[config.mk]
export PLATFORM = sky130hd
export DESIGN_NAME = cart_flash_reader
export DESIGN_NICKNAME = d
export VERILOG_FILES = /design/src/rtl/cart_flash_reader.sv
export SDC_FILE = /design/constraint.sdc
export NUM_CORES = 1
export LEC_CHECK = 0
export ABC_AREA = 1
export ABC_CLOCK_PERIOD_IN_PS = 2200
export CAP_MARGIN = 20
export CORE_MARGIN = 3
export CORE_UTILIZATION = 59
export DETAILED_ROUTE_END_ITERATION = 7
export PLACE_DENSITY = 0.8
export SETUP_SLACK_MARGIN = 0.15
export SLEW_MARGIN = 20
export SYNTH_ARGS = -nofsm -noshare
export SYNTH_HDL_FRONTEND = slang
export SYNTH_SLANG_ARGS = --single-unit
[constraint.sdc]
create_clock -name clk -period 2.2 [get_ports clk]
set_input_delay 0.22 -clock clk [delete_from_list [all_inputs] [get_ports clk]]
set_output_delay 0.22 -clock clk [all_outputs]
set_load 0.01 [all_outputs]
[src/rtl/cart_flash_reader.sv]
// Cartridge ROM reader: wakes an SPI NOR flash, then serves byte reads
// (0x03 + 24-bit address) over a mode-0 master at clk/2.
// Ports: clk, rst_n (async, active-low); req_valid/req_addr/req_ready
// request side; rsp_valid/rsp_data response side; flash_sck/csn/mosi/miso.
// Build option CART_FLASH_SEQ_EN: CSN is held low between reads so an
// address that follows the previous one streams the next byte directly.
module cart_flash_reader #(
  parameter logic [23:0] FLASH_BASE  = 24'h100000,
  parameter logic [15:0] WAKE_CYCLES = 16'd200
) (
  input  logic        clk,
  input  logic        rst_n,
  input  logic        req_valid,
  input  logic [14:0] req_addr,
  output logic        req_ready,
  output logic        rsp_valid,
  output logic [7:0]  rsp_data,
  output logic        flash_sck,
  output logic        flash_csn,
  output logic        flash_mosi,
  input  logic        flash_miso
);

  typedef enum logic [2:0] {
    WAKE, WAKE_WAIT, IDLE, CMD, DATA, DONE
  } state_t;

  state_t      state_q, state_d;
  logic        sck_q, sck_d;
  logic        csn_q, csn_d;
  logic        mosi_q, mosi_d;
  logic        vld_q, vld_d;
  logic [31:0] osr_q, osr_d;
  logic [7:0]  isr_q, isr_d;
  logic [7:0]  data_q, data_d;
  logic [4:0]  bit_q, bit_d;
  logic [15:0] cnt_q, cnt_d;
  logic        accept;
  logic        seq_hit;
  logic        keep_cs;
  logic [15:0] lead;
  logic [4:0]  last_bit;
  logic [23:0] flash_addr;

  assign req_ready  = (state_q == IDLE);
  assign accept     = req_ready && req_valid;
  assign flash_addr = FLASH_BASE + {9'b0, req_addr};

`ifdef CART_FLASH_SEQ_EN
  logic [14:0] prev_q;
  logic        prev_ok_q;

  always_ff @(posedge clk or negedge rst_n) begin
    if (!rst_n) begin
      prev_q    <= '0;
      prev_ok_q <= 1'b0;
    end else if (accept) begin
      prev_q    <= req_addr;
      prev_ok_q <= 1'b1;
    end
  end

  // Streaming only continues while CSN is still low from the last read.
  assign seq_hit = prev_ok_q && !csn_q &&
                   (prev_q != 15'h7FFF) &&
                   (req_addr == prev_q + 15'd1);
  assign keep_cs = 1'b1;
  assign lead    = 16'd2;
`else
  assign seq_hit = 1'b0;
  assign keep_cs = 1'b0;
  assign lead    = 16'd0;
`endif

  assign last_bit = (state_q == WAKE) ? 5'd7 : 5'd31;

  always_comb begin
    state_d = state_q;
    sck_d   = sck_q;
    csn_d   = csn_q;
    mosi_d  = mosi_q;
    vld_d   = 1'b0;
    osr_d   = osr_q;
    isr_d   = isr_q;
    data_d  = data_q;
    bit_d   = bit_q;
    cnt_d   = cnt_q;
    unique case (state_q)
      WAKE, CMD: begin
        // cnt_q is the CSN-high lead-in before a fresh frame.
        if (cnt_q != 16'd0) begin
          cnt_d  = cnt_q - 16'd1;
          csn_d  = 1'b1;
          mosi_d = 1'b0;
        end else if (csn_q) begin
          csn_d  = 1'b0;
          mosi_d = osr_q[31];
        end else if (!sck_q) begin
          sck_d = 1'b1;
        end else begin
          sck_d  = 1'b0;
          bit_d  = bit_q + 5'd1;
          osr_d  = {osr_q[30:0], 1'b0};
          mosi_d = osr_q[30];
          if (bit_q == last_bit) begin
            bit_d  = 5'd0;
            mosi_d = 1'b0;
            if (state_q == WAKE) begin
              csn_d   = 1'b1;
              state_d = WAKE_WAIT;
            end else begin
              state_d = DATA;
            end
          end
        end
      end
      WAKE_WAIT: begin
        cnt_d = cnt_q + 16'd1;
        if ({1'b0, cnt_q} + 17'd1 >= {1'b0, WAKE_CYCLES}) begin
          cnt_d   = 16'd0;
          state_d = IDLE;
        end
      end
      IDLE: begin
        if (accept) begin
          osr_d   = {8'h03, flash_addr};
          bit_d   = 5'd0;
          cnt_d   = seq_hit ? 16'd0 : lead;
          state_d = seq_hit ? DATA : CMD;
        end
      end
      DATA: begin
        if (!sck_q) begin
          sck_d = 1'b1;
        end else begin
          // Sample on the edge that drops SCK.
          sck_d = 1'b0;
          isr_d = {isr_q[6:0], flash_miso};
          bit_d = bit_q + 5'd1;
          if (bit_q == 5'd7) begin
            bit_d   = 5'd0;
            state_d = DONE;
          end
        end
      end
      DONE: begin
        vld_d   = 1'b1;
        data_d  = isr_q;
        csn_d   = keep_cs ? csn_q : 1'b1;
        state_d = IDLE;
      end
      default: state_d = WAKE;
    endcase
  end

  always_ff @(posedge clk or negedge rst_n) begin
    if (!rst_n) begin
      state_q <= WAKE;
      sck_q   <= 1'b0;
      csn_q   <= 1'b1;
      mosi_q  <= 1'b0;
      vld_q   <= 1'b0;
      osr_q   <= 32'hAB00_0000;
      isr_q   <= 8'h00;
      data_q  <= 8'h00;
      bit_q   <= 5'd0;
      cnt_q   <= 16'd0;
    end else begin
      state_q <= state_d;
      sck_q   <= sck_d;
      csn_q   <= csn_d;
      mosi_q  <= mosi_d;
      vld_q   <= vld_d;
      osr_q   <= osr_d;
      isr_q   <= isr_d;
      data_q  <= data_d;
      bit_q   <= bit_d;
      cnt_q   <= cnt_d;
    end
  end

  assign flash_sck  = sck_q;
  assign flash_csn  = csn_q;
  assign flash_mosi = mosi_q;
  assign rsp_valid  = vld_q;
  assign rsp_data   = data_q;

endmodule

==> results by stage <==
Clock tree:
- The TritonCTS clock tree is done.
- In this run the clock root is driven by a clkbuf_8.
- The clock latency on the worst-skew pair is 0.36 ns.
- Clock tree synthesis found a total of 76 sinks.
- The number of clock buffers inserted by TritonCTS is 9.
- The H-tree was split into 3 levels.
- The number of buffers between clock root and the deepest sink is 2.
- Clock-pin slew was measured on the worst setup and hold paths at 0.08 ns.

STA:
- Dividing the final minimum period by the clock period gives 0.876.
- The max-slew violation count was 0.
- The worst slew slack as a fraction of its limit is 0.669.
- The worst path in the final design needs a cycle of 1.93 ns, including I/O delays and setup.
- The sum of negative setup slack is 0 ns.
- For the pin with the worst max-slew slack, the measured transition is 0.496 ns.
- Across the routed clock network, the largest skew measured is 0.00847 ns.
- Setup repair after global routing could not meet its margin everywhere.
- The maximum clock rate is 519 MHz.
- The final count of hold timing violations is 0.
- Setup violations remaining at the end of the flow were counted as 0.

Min path:
- In this run the worst hold path is classified as in2async.

Yosys:
- The post-synthesis instance area is 0.00423 mm^2.
- The number of synthesis warnings is 0.
- The most used flip-flop cell after synthesis is dfrtp_1.
- The sequential fraction of the synthesis area is 0.452.
- The net count after synthesis is 575.
- After synthesis, the mean cell area works out to 7.64 um^2.
- The count of cell types in the netlist is 45.
- In the synthesized netlist the async set-or-reset flop fraction comes to 1.00.
- In this run, synthesis produced a sequential element count of 76.
- The number of enable-type register cells in the synthesized netlist is 0.
- Synthesis produced a netlist whose cell count is 553.

Floorplan:
- The die height is 90.6 um.
- The core region is 0.00687 mm^2.
- The initial standard-cell utilization of the core is 0.615.
- The chip width is 90.6 um.
- The area enclosed by the die boundary is 0.00821 mm^2.
- The floorplan has 30 rows.
- The I/O pin count is 32.

Outcome:
- The flow ran to the end, and the final reports show no timing, DRC or antenna violations.

GRT:
- The largest net degree at the start of global routing is 54.
- The initial antenna violation count came to 0.
- The total global routing track utilization is 0.246.
- The final global-route overflow total is 0.
- The via count of the first global-routing pass is 3606.
- The first global-routing pass estimated 16500 um of wire.

Final layout:
- The finished layout cell area is 0.00488 mm^2.
- Of the cells placed in the final design, the portion with a size suffix greater than 1 is 0.137.
- The area of combinational cells with multiple inputs is 0.00198 mm^2.
- The leading cell type in the layout, fill and taps excluded is nand2_1.
- The area overhead of the layout relative to synthesis is 15.5%.
- In the final layout, flip-flops and latches occupy 0.00191 mm^2.
- The count of nets after finishing is 607.
- In the layout the commonest cells are nand2_1, dfrtp_1, nor2_1.
- 0 antenna diodes ended up in the layout.
- The layout filler cell count is 559.

Power and ir drop:
- The post-layout total power is 0.00268 W.
- For this design the static power due to leakage is 2.31 nW.
- The worst-case vdd ir drop is 500 uV.
- The areal power density over the cells is 548 mW/mm^2.

Setup path:
- The worst setup path is captured at a flop.
- By startpoint and endpoint, the worst setup path is classified as reg2reg.
- The data required time of the critical path is 2.44 ns.
- STA classifies the critical path startpoint as a flop.
- The worst setup path startpoint is cnt_q[0]$_DFFE_PN0P_.
- The launch point of the worst reg-to-reg path is cnt_q[0]$_DFFE_PN0P_.
- In this run the worst path has a maximum fanout of 18.
- The endpoint arrival time on the critical path is 2.17 ns.

Routing:
- The first-iteration detailed-routing DRC count is 202.
- For this block, the routed nets add up to 9450 um of wire.
- The wire length per cell is 13.8 um.
- The number of vias per cell after detailed routing is 5.51.
- The number of detailed-routing iterations run before antenna repair is 5.
- The routed layout has 3783 vias.
- In the routed design, unresolved DRC markers number 0.
- The final antenna-violating net count is 0.

Placed design:
- The number of buffer cells added on primary ports is 31.
- The final estimated routing congestion in global placement is 0.916.
- Once detailed placement completed, the half-perimeter wirelength came to 6580 um.
- Summing all placed instances gives a cell area of 0.00459 mm^2.

Job:
- The number of violations of the max-capacitance limit is 0.
==> cells by family (layout without fill, tap and decap cells) <==
group,count (synthesis),in the layout,share of synthesized area
simple gates,298,298,0.323
mux,1,1,0.00237
buf+inv,81,118,0.0832
flops,76,76,0.452
xor+xnor,7,7,0.0145
compound gates,87,87,0.116
fa+ha+maj,3,3,0.00888
==> cells in the mapped netlist, types with 2 or more instances <==
library cell	number	area, um^2
buf_2	8	40.0
nand3_1	42	210
nand3_2	2	20.0
buf_4	3	22.5
xor2_1	6	52.6
ha_1	3	37.5
a31oi_1	16	100
o21ai_1	10	50.1
nor2_4	3	33.8
buf_1	2	7.51
nor2_2	10	62.6
o22ai_1	2	12.5
dfstp_2	6	158
dfrtp_1	70	1750
inv_2	8	30.0
clkbuf_1	4	15.0
nor2_1	50	188
nand2_1	157	589
a21oi_1	11	55.1
inv_1	50	188
nand2_2	7	43.8
nand2_4	3	33.8
nand4_1	12	75.1
nor3_1	3	15.0
buf_6	3	33.8
o21ai_0	36	180
and2_1	2	12.5
o31ai_1	7	52.6
==> final cells by class <==
cell class	count	area share
clock buffers	10	0.0261
clock inverters	6	0.0195
inverters	60	0.0479
multi-input cells	396	0.406
flip-flops and latches	76	0.392
well taps	96	0.0246
repair buffers	42	0.0835
==> sequential cells by signal (all words and copies together) (netlist names), 3 cells and up <==
signal,flops
bit_q,5
cnt_q,16
isr_q,8
osr_q,32
rsp_data,8
state_q,3
==> report_power, final <==
part / switching [W] / total (W) / internal (W)
registers: 0.000000249 / 0.00140 / 0.00140
logic: 0.0000325 / 0.0000651 / 0.0000326
clock network: 0.000564 / 0.00122 / 0.000652
==> stage by stage <==
step / std cells / hold slack, ns / utilization / setup slack, ns
after floorplan: 553 / -0.0756 / - / 0.453
after global placement: 666 / 0.145 / 0.669 / 0.267
after detailed placement: 666 / 0.147 / 0.669 / 0.183
after CTS: 683 / 0.303 / 0.703 / 0.152
after global routing: 686 / 0.351 / 0.711 / 0.143
final: 686 / 0.300 / 0.711 / 0.273
==> final timing paths <==
kind	to	slack, ns	depth (start not counted)
setup / recovery	cnt_q[13]$_DFFE_PN0P_	0.27	10
hold / removal	bit_q[0]$_DFFE_PN0P_	0.30	2
setup reg to reg	cnt_q[13]$_DFFE_PN0P_	0.27	10
hold reg to reg	osr_q[19]$_DFFE_PN0P_	0.49	2
max in group asynchronous	osr_q[31]$_DFFE_PN1P_	1.27	3
min in group clk	osr_q[9]$_DFFE_PN0P_	0.42	3
==> repair_timing <==
action,4_1_cts,5_1_grt
cloned,0,0
setup buffers,0,3
pin swaps,0,2
gates resized for setup,1,13
hold buffers,1,0
endpoints found under the hold margin,22,0
setup endpoints to repair,1,55
==> layer usage <==
| layer | share of wire | vias to the layer above | routed length [um] | track usage |
|---|---|---|---|---|
| met3 | 0.052 | 23 | 496 | 0.0642 |
| met5 | 0 | - | 0 | 0 |
| met4 | 0.025 | 0 | 233 | 0.101 |
| li1 | - | 1862 | - | - |
| met1 | 0.45 | 1802 | 4240 | 0.327 |
| met2 | 0.47 | 96 | 4480 | 0.382 |
==> worst max-delay path, stage by stage, from the launching register on <==
cell	delay, ns
dfrtp_1	0.42
inv_2	0.07
ha_2	0.21
nand2_1	0.13
nor2_4	0.06
nand3_2	0.08
nand3_1	0.18
inv_2	0.32
nand2_1	0.12
o21ai_0	0.15
a21oi_1	0.05
(Power assumes the default switching activity.)
